$ cat config.mk
export PLATFORM = sky130hd
export DESIGN_NAME = gnrc_stream_xbar
export DESIGN_NICKNAME = d
export VERILOG_FILES = /design/src/rtl/gnrc_stream_xbar.sv
export SDC_FILE = /design/constraint.sdc
export NUM_CORES = 1
export LEC_CHECK = 0
export ABC_AREA = 1
export CAP_MARGIN = 25
export CORE_AREA = 2 2 119 121
export DETAILED_ROUTE_END_ITERATION = 8
export DIE_AREA = 0 0 121 123
export HOLD_SLACK_MARGIN = 0.06
export PLACE_DENSITY = 0.68
export SYNTH_ARGS = -nofsm -noshare
export SYNTH_HDL_FRONTEND = slang
export SYNTH_SLANG_ARGS = --single-unit
$ cat constraint.sdc
create_clock -name clk_i -period 2 [get_ports clk_i]
set_input_delay 0.5 -clock clk_i [delete_from_list [all_inputs] [get_ports clk_i]]
set_output_delay 0.5 -clock clk_i [all_outputs]
set_load 0.03 [all_outputs]
$ cat src/rtl/gnrc_stream_xbar.sv
// Packet-aware N_IN x N_OUT stream crossbar: per-output arbiters, per-input
// route/drop tracking, a packet lock per output and an optional output register slice.
module gnrc_stream_xbar #(
    parameter int unsigned N_IN     = 2,
    parameter int unsigned N_OUT    = 2,
    parameter int unsigned DW       = 32,
    parameter int unsigned ARB_MODE = 1,
    parameter int unsigned OBUF     = 1,
    parameter int unsigned DEST_W   = (N_OUT > 1) ? $clog2(N_OUT) : 1,
    parameter int unsigned ID_W     = (N_IN > 1) ? $clog2(N_IN) : 1
) (
    input  logic                   clk_i,
    input  logic                   rst_ni,
    input  logic                   flush_i,
    input  logic [N_IN*DW-1:0]     data_i,
    input  logic [N_IN-1:0]        valid_i,
    input  logic [N_IN-1:0]        last_i,
    input  logic [N_IN*DEST_W-1:0] dest_i,
    output logic [N_IN-1:0]        ready_o,
    output logic [N_OUT*DW-1:0]    data_o,
    output logic [N_OUT-1:0]       valid_o,
    output logic [N_OUT-1:0]       last_o,
    output logic [N_OUT*ID_W-1:0]  id_o,
    input  logic [N_OUT-1:0]       ready_i,
    output logic [N_IN-1:0]        drop_o
);

    typedef enum logic [1:0] {
        IN_IDLE,
        IN_ROUTED,
        IN_DROP
    } in_state_e;

    in_state_e        in_state_q [N_IN];
    in_state_e        in_state_d [N_IN];
    logic [N_IN-1:0]  oor;
    logic [N_IN-1:0]  req [N_OUT];

    logic [N_OUT-1:0] out_lock_q;
    logic [ID_W-1:0]  out_owner_q [N_OUT];
    logic [ID_W-1:0]  rr_ptr_q [N_OUT];

    logic [ID_W-1:0]  sel [N_OUT];
    logic [DW-1:0]    beat_data [N_OUT];
    logic [N_OUT-1:0] path_act;
    logic [N_OUT-1:0] beat_valid;
    logic [N_OUT-1:0] beat_last;
    logic [N_OUT-1:0] slice_rdy;
    logic [N_OUT-1:0] xfer;

    // Only idle inputs request; routed inputs are carried by their output's lock.
    always_comb begin
        for (int unsigned i = 0; i < N_IN; i++) begin
            oor[i] = 32'(dest_i[i*DEST_W +: DEST_W]) >= N_OUT;
        end
        for (int unsigned j = 0; j < N_OUT; j++) begin
            for (int unsigned i = 0; i < N_IN; i++) begin
                req[j][i] = valid_i[i] && (in_state_q[i] == IN_IDLE)
                            && (32'(dest_i[i*DEST_W +: DEST_W]) == j);
            end
        end
    end

    always_comb begin
        logic [ID_W-1:0] idx;
        idx = '0;
        for (int unsigned j = 0; j < N_OUT; j++) begin
            sel[j]      = '0;
            path_act[j] = 1'b0;
            if (out_lock_q[j]) begin
                sel[j]      = out_owner_q[j];
                path_act[j] = 1'b1;
            end else begin
                for (int unsigned k = 0; k < N_IN; k++) begin
                    if (ARB_MODE == 1) begin
                        idx = ID_W'((32'(rr_ptr_q[j]) + k) % N_IN);
                    end else begin
                        idx = ID_W'(k);
                    end
                    if (!path_act[j] && req[j][idx]) begin
                        sel[j]      = idx;
                        path_act[j] = 1'b1;
                    end
                end
            end
            beat_valid[j] = path_act[j] && valid_i[sel[j]] && !flush_i;
            beat_last[j]  = last_i[sel[j]];
            beat_data[j]  = data_i[32'(sel[j])*DW +: DW];
            xfer[j]       = beat_valid[j] && slice_rdy[j];
        end
    end

    always_ff @(posedge clk_i or negedge rst_ni) begin
        if (!rst_ni) begin
            for (int unsigned i = 0; i < N_IN; i++) begin
                in_state_q[i] <= IN_IDLE;
            end
        end else begin
            for (int unsigned i = 0; i < N_IN; i++) begin
                in_state_q[i] <= in_state_d[i];
            end
        end
    end

    always_comb begin
        for (int unsigned i = 0; i < N_IN; i++) begin
            in_state_d[i] = in_state_q[i];
            if (flush_i) begin
                in_state_d[i] = IN_IDLE;
            end else if (valid_i[i] && ready_o[i]) begin
                case (in_state_q[i])
                    IN_IDLE: begin
                        if (!last_i[i]) begin
                            in_state_d[i] = oor[i] ? IN_DROP : IN_ROUTED;
                        end
                    end
                    default: begin
                        if (last_i[i]) begin
                            in_state_d[i] = IN_IDLE;
                        end
                    end
                endcase
            end
        end
    end

    always_comb begin
        for (int unsigned i = 0; i < N_IN; i++) begin
            ready_o[i] = 1'b0;
            drop_o[i]  = 1'b0;
            if (!flush_i) begin
                if ((in_state_q[i] == IN_DROP) || ((in_state_q[i] == IN_IDLE) && oor[i])) begin
                    ready_o[i] = 1'b1;
                    drop_o[i]  = valid_i[i];
                end else begin
                    for (int unsigned j = 0; j < N_OUT; j++) begin
                        if (path_act[j] && (32'(sel[j]) == i) && slice_rdy[j]) begin
                            ready_o[i] = 1'b1;
                        end
                    end
                end
            end
        end
    end

    // Every accepted last beat advances the pointer, so single-beat packets rotate too.
    always_ff @(posedge clk_i or negedge rst_ni) begin
        if (!rst_ni) begin
            out_lock_q <= '0;
            for (int unsigned j = 0; j < N_OUT; j++) begin
                out_owner_q[j] <= '0;
                rr_ptr_q[j]    <= '0;
            end
        end else if (flush_i) begin
            out_lock_q <= '0;
            for (int unsigned j = 0; j < N_OUT; j++) begin
                out_owner_q[j] <= '0;
                rr_ptr_q[j]    <= '0;
            end
        end else begin
            for (int unsigned j = 0; j < N_OUT; j++) begin
                if (xfer[j]) begin
                    if (beat_last[j]) begin
                        out_lock_q[j] <= 1'b0;
                        if (ARB_MODE == 1) begin
                            rr_ptr_q[j] <= (32'(sel[j]) == N_IN - 1) ? '0 : sel[j] + 1'b1;
                        end
                    end else begin
                        out_lock_q[j]  <= 1'b1;
                        out_owner_q[j] <= sel[j];
                    end
                end
            end
        end
    end

    for (genvar j = 0; j < N_OUT; j++) begin : g_out
        if (OBUF != 0) begin : g_slice
            logic            v_q;
            logic            l_q;
            logic [DW-1:0]   d_q;
            logic [ID_W-1:0] id_q;

            always_ff @(posedge clk_i or negedge rst_ni) begin
                if (!rst_ni) begin
                    v_q  <= 1'b0;
                    l_q  <= 1'b0;
                    d_q  <= '0;
                    id_q <= '0;
                end else if (flush_i) begin
                    v_q  <= 1'b0;
                    l_q  <= 1'b0;
                    d_q  <= '0;
                    id_q <= '0;
                end else if (slice_rdy[j]) begin
                    v_q <= xfer[j];
                    if (xfer[j]) begin
                        l_q  <= beat_last[j];
                        d_q  <= beat_data[j];
                        id_q <= sel[j];
                    end
                end
            end

            assign slice_rdy[j]             = !v_q || ready_i[j];
            assign valid_o[j]               = v_q;
            assign last_o[j]                = l_q;
            assign data_o[j*DW +: DW]       = d_q;
            assign id_o[j*ID_W +: ID_W]     = id_q;
        end else begin : g_comb
            assign slice_rdy[j]             = ready_i[j];
            assign valid_o[j]               = beat_valid[j];
            assign last_o[j]                = beat_valid[j] && beat_last[j];
            assign data_o[j*DW +: DW]       = beat_valid[j] ? beat_data[j] : '0;
            assign id_o[j*ID_W +: ID_W]     = beat_valid[j] ? sel[j] : '0;
        end
    end

endmodule
### Word-level counts from Yosys, hierarchy flattened

Cells that the tools add are included.

* register bits after elaboration: 80
* bits in latches: 0
* memory bits (writable): 0
* memory bits (read-only): 0
* bits of input ports: 75
* output and inout bits: 74
* logic and storage cells: 184
* memories: 0

* $add $sub $neg: 4
* multipliers: 0
* divide/modulo/power cells: 0
* $lt $le $gt $ge: 6
* eq/ne operators: 6
* shifts and indexed selects: 2
* multiplexer cells: 95
* bitwise operators: 4
* reduce and logical (&&, ||, !) cells: 51

Operator list (number)
* $mux 32: 6
* $shiftx 64x7->32: 2
* $mux 1: 76
* $mux 2: 13
* $logic_and 1x1->1: 24
* $reduce_bool 2->1: 8
* $lt 1x2->1 const B: 6
* $reduce_and 2->1: 6
* $ne 3x3->1 const B: 2
* $reduce_and 3->1: 2
* $reduce_bool 3->1: 2
* $logic_not 1->1: 5
* $add 1x1->1 const B: 4
* $eq 2x2->1 const B: 2
* $logic_not 2->1: 2
* $ne 2x2->1 const B: 2
* $not 1->1: 4
* $logic_or 1x1->1: 2

### Longest topological paths before layout

Gate-level depths: netlist of the first run.

* depth after elaboration: 21
* gate-level depth with buffers: 13
* gate-level depth less buffers: 12

### Worst setup path after synthesis of the first run

OpenSTA, ideal clock, no wires.

* kind: input to output
* start: in dest_i[0]
* end: out ready_o[0]
* arrival: 1600 ps
* required time: 1500 ps
* slack: -100 ps
* stages on the path: 4
* buffers on the path: 0
* cell sequence: nand3_1 -> o21ai_2 -> nand2_4 -> o21ai_0

* word-level cells in the longest chain between the ends: 17
* elaborated cells between the ends (all ways): 39
* classes of those cells: mux: 26; bitwise: 3; reduce/logical: 10

Ends and longest elaborated chain
* from (decl): RTL line 18 `input logic [N_IN*DEST_W-1:0] dest_i,`
* $not 1->1: RTL line 59 `&& (32'(dest_i[i*DEST_W +: DEST_W]) == j);`
* $logic_and 1x1->1: RTL line 59
* $mux 1 (not written as such) (2 in series): RTL line 80 `if (!path_act[j] && req[j][idx]) begin`
* $mux 1: RTL line 80
* $mux 1: RTL line 70 `if (out_lock_q[j]) begin`
* $logic_not 1->1: RTL line 80
* $logic_and 1x1->1: RTL line 80
* $mux 1: RTL line 80
* $mux 1: RTL line 70
* $not 1->1: RTL line 137 `if (path_act[j] && (32'(sel[j]) == i) && slice_rdy[j]) begin`
* $logic_and 1x1->1 (2 in series): RTL line 137
* $mux 1: RTL line 137
* $mux 1 *: RTL line 137
* $mux 1 *: RTL line 132 `if ((in_state_q[i] == IN_DROP) || ((in_state_q[i] == IN_IDLE) && oor[i])) begin`
* $mux 1 *: RTL line 131 `if (!flush_i) begin`
* to (decl): RTL line 19 `output logic [N_IN-1:0] ready_o,`

Mark *: on every way between the ends. The rest lies on a longest branch, timed or not. The select of a mux whose other input is x is not followed.

### Final worst setup path of the first run

* start: in dest_i[1]
* end: out ready_o[1]

* word-level cells in the longest chain between the ends: 16
* elaborated cells between the ends (all ways): 37
* classes of those cells: mux: 26; bitwise: 1; reduce/logical: 10

Ends and longest elaborated chain (RTL line)
* $not 1->1: 59
* $logic_and 1x1->1: 59
* $mux 1 (not written as such) (2 in series): 80
* $mux 1: 80
* $mux 1: 70
* $logic_not 1->1: 80
* $logic_and 1x1->1: 80
* $mux 1: 80
* $mux 1: 70
* $logic_and 1x1->1 (2 in series): 137
* $mux 1: 137
* $mux 1 *: 137
* $mux 1 *: 132
* $mux 1 *: 131

Marked as above.

==> results of run 1 <==
area by class of cell:
type                    count  area, um2  share of cell area
flip-flops and latches     78       1950               0.309
repair buffers            187       1900               0.301
multi-input cells         379       1720               0.273
clock inverters             4       95.1              0.0151
clock buffers              12        236              0.0375
inverters                  47        176              0.0280
well taps                 180        225              0.0357
worst register-to-register path, stage by stage, from the launching register on:
cell	delay [ps]
sky130_fd_sc_hd__dfrtp_1	390
sky130_fd_sc_hd__inv_2	90
sky130_fd_sc_hd__nand3_2	100
sky130_fd_sc_hd__nor2_2	110
sky130_fd_sc_hd__o21ai_2	80
sky130_fd_sc_hd__nand2_4	90
sky130_fd_sc_hd__buf_4	110
sky130_fd_sc_hd__nor2_1	30
sky130_fd_sc_hd__nand2_1	100
sky130_fd_sc_hd__nand2_2	90
sky130_fd_sc_hd__nor2_4	200
sky130_fd_sc_hd__buf_12	190
sky130_fd_sc_hd__nand2_1	80
sky130_fd_sc_hd__o21ai_1	70
metal layers:
| metal | track usage | wire [um] | vias to the layer above |
|---|---|---|---|
| met2 | 0.276 | 5660 | 137 |
| met1 | 0.220 | 5490 | 1794 |
| li1 | - | - | 2039 |
| met4 | 0.0618 | 242 | 0 |
| met3 | 0.0549 | 1090 | 19 |
| met5 | 0 | 0 | - |
repair_timing:
action,CTS,global route
pin swaps,11,10
gates resized for setup,21,10
hold buffers,0,0
setup buffers,5,0
endpoints found under the setup margin,2,2
worst max-delay path by stage:
stage	startpoint	to	slack, ps	cells after the start
6_report	dest_i[1]	ready_o[1]	20	9
4_1_cts	in_state_q[0]	ready_o[1]	8	8
5_1_grt	dest_i[1]	ready_o[1]	-40	9
2_1_floorplan	dest_i[0]	ready_o[0]	150	4
3_5_place_dp	valid_i[0]	ready_o[0]	-320	6
3_3_place_gp	valid_i[0]	ready_o[0]	-310	6
metrics by stage:
step | cells | worst slack, ps | hold WS (ps) | setup TNS [ps] | power, uW
after detailed placement | 866 | -317 | 470 | -17660 | 3580
after floorplan | 542 | 151 | 204 | 0 | 2770
after global routing | 887 | -37.3 | 221 | -55.4 | 5730
after CTS | 887 | 8.24 | 200 | 0 | 5500
after global placement | 866 | -308 | 459 | -15770 | 3570
final | 887 | 17.1 | 190 | 0 | 5440
registers in the layout, indices dropped and copies added (netlist names):
signal              count
g_out.g_slice.l_q       2
out_lock_q              2
out_owner_q             2
g_out.g_slice.v_q       2
g_out.g_slice.id_q      2
g_out.g_slice.d_q      64
rr_ptr_q                2
in_state_q              2
layout by cell type, fill, tap and decap left out, drive strengths merged:
master	netlist	routed
nand3b	1	1
dfrtp	78	78
dlygate4sd2	0	5
conb	1	2
clkinv	0	2
nand3	48	48
o21ai	69	69
clkdlybuf4s50	0	136
nand4	3	3
nor2	44	44
a21oi	33	33
bufinv	0	3
nand2	179	179
inv	47	46
buf	28	44
clkdlybuf4s15	0	2
clkbuf	10	12
where the power goes:
| group | switching [uW] | internal (uW) |
|---|---|---|
| registers | 118 | 1780 |
| logic | 961 | 733 |
| clock network | 633 | 1220 |
kinds of logic (layout without fill, tap and decap cells):
| logic type | count (synthesis) | count (layout) | synth area share |
|---|---|---|---|
| flip-flops | 78 | 78 | 0.486 |
| other | 1 | 2 | 0.000934 |
| AO/OA/AOI/OAI | 102 | 102 | 0.128 |
| AND/OR/NAND/NOR | 275 | 275 | 0.283 |
| buffers and inverters | 85 | 250 | 0.102 |
==> impl_results.md, run 1 <==
- Outcome: completed
- Slack of the worst reg-to-reg path: 220 ps
- Post-DP HPWL: 8.65 mm
- Maximum fanout encountered on the critical timing path: 3
- Number of enable-type register cells in the synthesized netlist: 0
- Number of pins with negative max-slew slack in the final report: 0
- Finished layout cell area: 6310 um2
- Total routing usage reported by global routing: 0.173
- Clock period minus worst slack: 1980 ps
- Clock tree root buffer cell: sky130_fd_sc_hd__clkbuf_16
- Starting density of the core: 0.295
- Category of the worst setup path capture point: output port
- WS Path Type: input pin to output port
- Number of buffer and inverter stages on the critical path: 3
- Core Util, Final: 0.463
- Count of nets after finishing: 777
- Die outline area: 14900 um2
- Maxcap violations: 0
- Total number of yosys warnings: 0
- Largest net degree at the start of global routing: 79
- Starting DRT DRC Count: 242
- Clock Latency Late Sink: 340 ps
- Via count of the first global-routing pass: 3873
- Max clock buf depth: 2
- Number of register bits inferred by synthesis: 78
- Fin. Hold Viols: 0
- Number of cell rows: 43
- Clock tree from TritonCTS: yes
- Dominant cells by area after synthesis: sky130_fd_sc_hd__dfrtp_1 (49%), sky130_fd_sc_hd__nand2_1 (16%), sky130_fd_sc_hd__nand3_1 (5.9%)
- Detail-routed via count per cell: 4.50
- Count of vias placed by the detailed router: 3989
- Post-synthesis cell type with the largest combined area: sky130_fd_sc_hd__dfrtp_1
- Number of search-and-repair iterations in the first detailed-routing pass: 4
- Die Width: 121 um
- Worst EP arrival: 1480 ps
- Predominant post-synthesis flop cell: sky130_fd_sc_hd__dfrtp_1
- Power per Cell Area: 863 nW/um2
- Family with the most delay on the worst path: simple AND/OR/NAND/NOR gates
- Worst Setup Start Kind: input pin
- Static power due to leakage: 0.00303 uW
- Port Buffer Count: 146
- Inserted Clock Buffers: 9
- Reg-to-reg critical path startpoint: in_state_q[0]
- Die height: 123 um
- Final wirelength: 12.5 mm
- Gp weighted congestion: 0.852
- Number of diodes: 0
- Worst Path Required: 1500 ps
- Final worst path period share: 0.991
- Post-synth cell types: 22
- Total standard cell area after synthesis: 4020 um2
- Worst min-delay path class: input pin to async pin
- Reg2Reg Depth: 13
- Number of H-tree branching levels: 3
- Filler cell count: 1343
- Share of layout cells above drive strength 1: 0.117
- Worst vdd rail ir drop: 0.356 mV
- RSZ-0062 raised after global routing: true
- Aggregate global routing overflow: 0
- Post-route ant nets: 0
- Initial antenna violation count: 0
- Max incr delay on CP: 270 ps
- Most instantiated cells after synthesis: sky130_fd_sc_hd__nand2_1 (174), sky130_fd_sc_hd__dfrtp_1 (78), sky130_fd_sc_hd__inv_1 (47), sky130_fd_sc_hd__nand3_1 (47), sky130_fd_sc_hd__nor2_1 (42)
- Max frequency: 504 MHz
- Final setup violation count: 0
- Routed len/inst: 14.1 um
- Placed Instance Area: 5870 um2
- Area share of the largest cell type after synthesis: 0.486
- Async set-reset flop share out of synthesis: 1.00
- Mean area per synthesized cell: 7.42 um2
- DRC Markers: 0
- TritonCTS Sinks: 78
- Number of top-level pins: 149
- Worst Skew: 10.2 ps
- Area growth from synthesis to final layout: 57.1%
- Library cell appearing most often on the critical path: sky130_fd_sc_hd__nand2_2
- Cells along the critical path: dlygate4sd2_1, inv_2, nand3_4, nor2_4, nand2_2, nand2_2, nand2_1, nand2_2, buf_6
- Most common cell in the netlist: sky130_fd_sc_hd__nand2_1
- Clock-pin slew of the registers on the worst-case setup and hold paths: 60 ps
- Worst r2r dst: g_out[1].g_slice.d_q[17]
- Gate Count Post-Synth: 541
- Register area share after synthesis: 0.486
- Total core area: 13600 um2
- Library cell contributing the largest single delay on the critical path: sky130_fd_sc_hd__dlygate4sd2_1
- Global-route wire length before repair: 19.9 mm
Note: power is estimated with default switching activity, not from simulation.
==> run 2, diff against run 1 <==
- ABC_CLOCK_PERIOD_IN_PS: unset -> 2000
==> results of run 2 <==
Final layout, timing and power as in run 1 (identical DEF).
==> run 3, diff against run 2 <==
- HOLD_SLACK_MARGIN: 0.06 -> unset
==> results of run 3 <==
Final layout, timing and power as in run 1 (identical DEF).
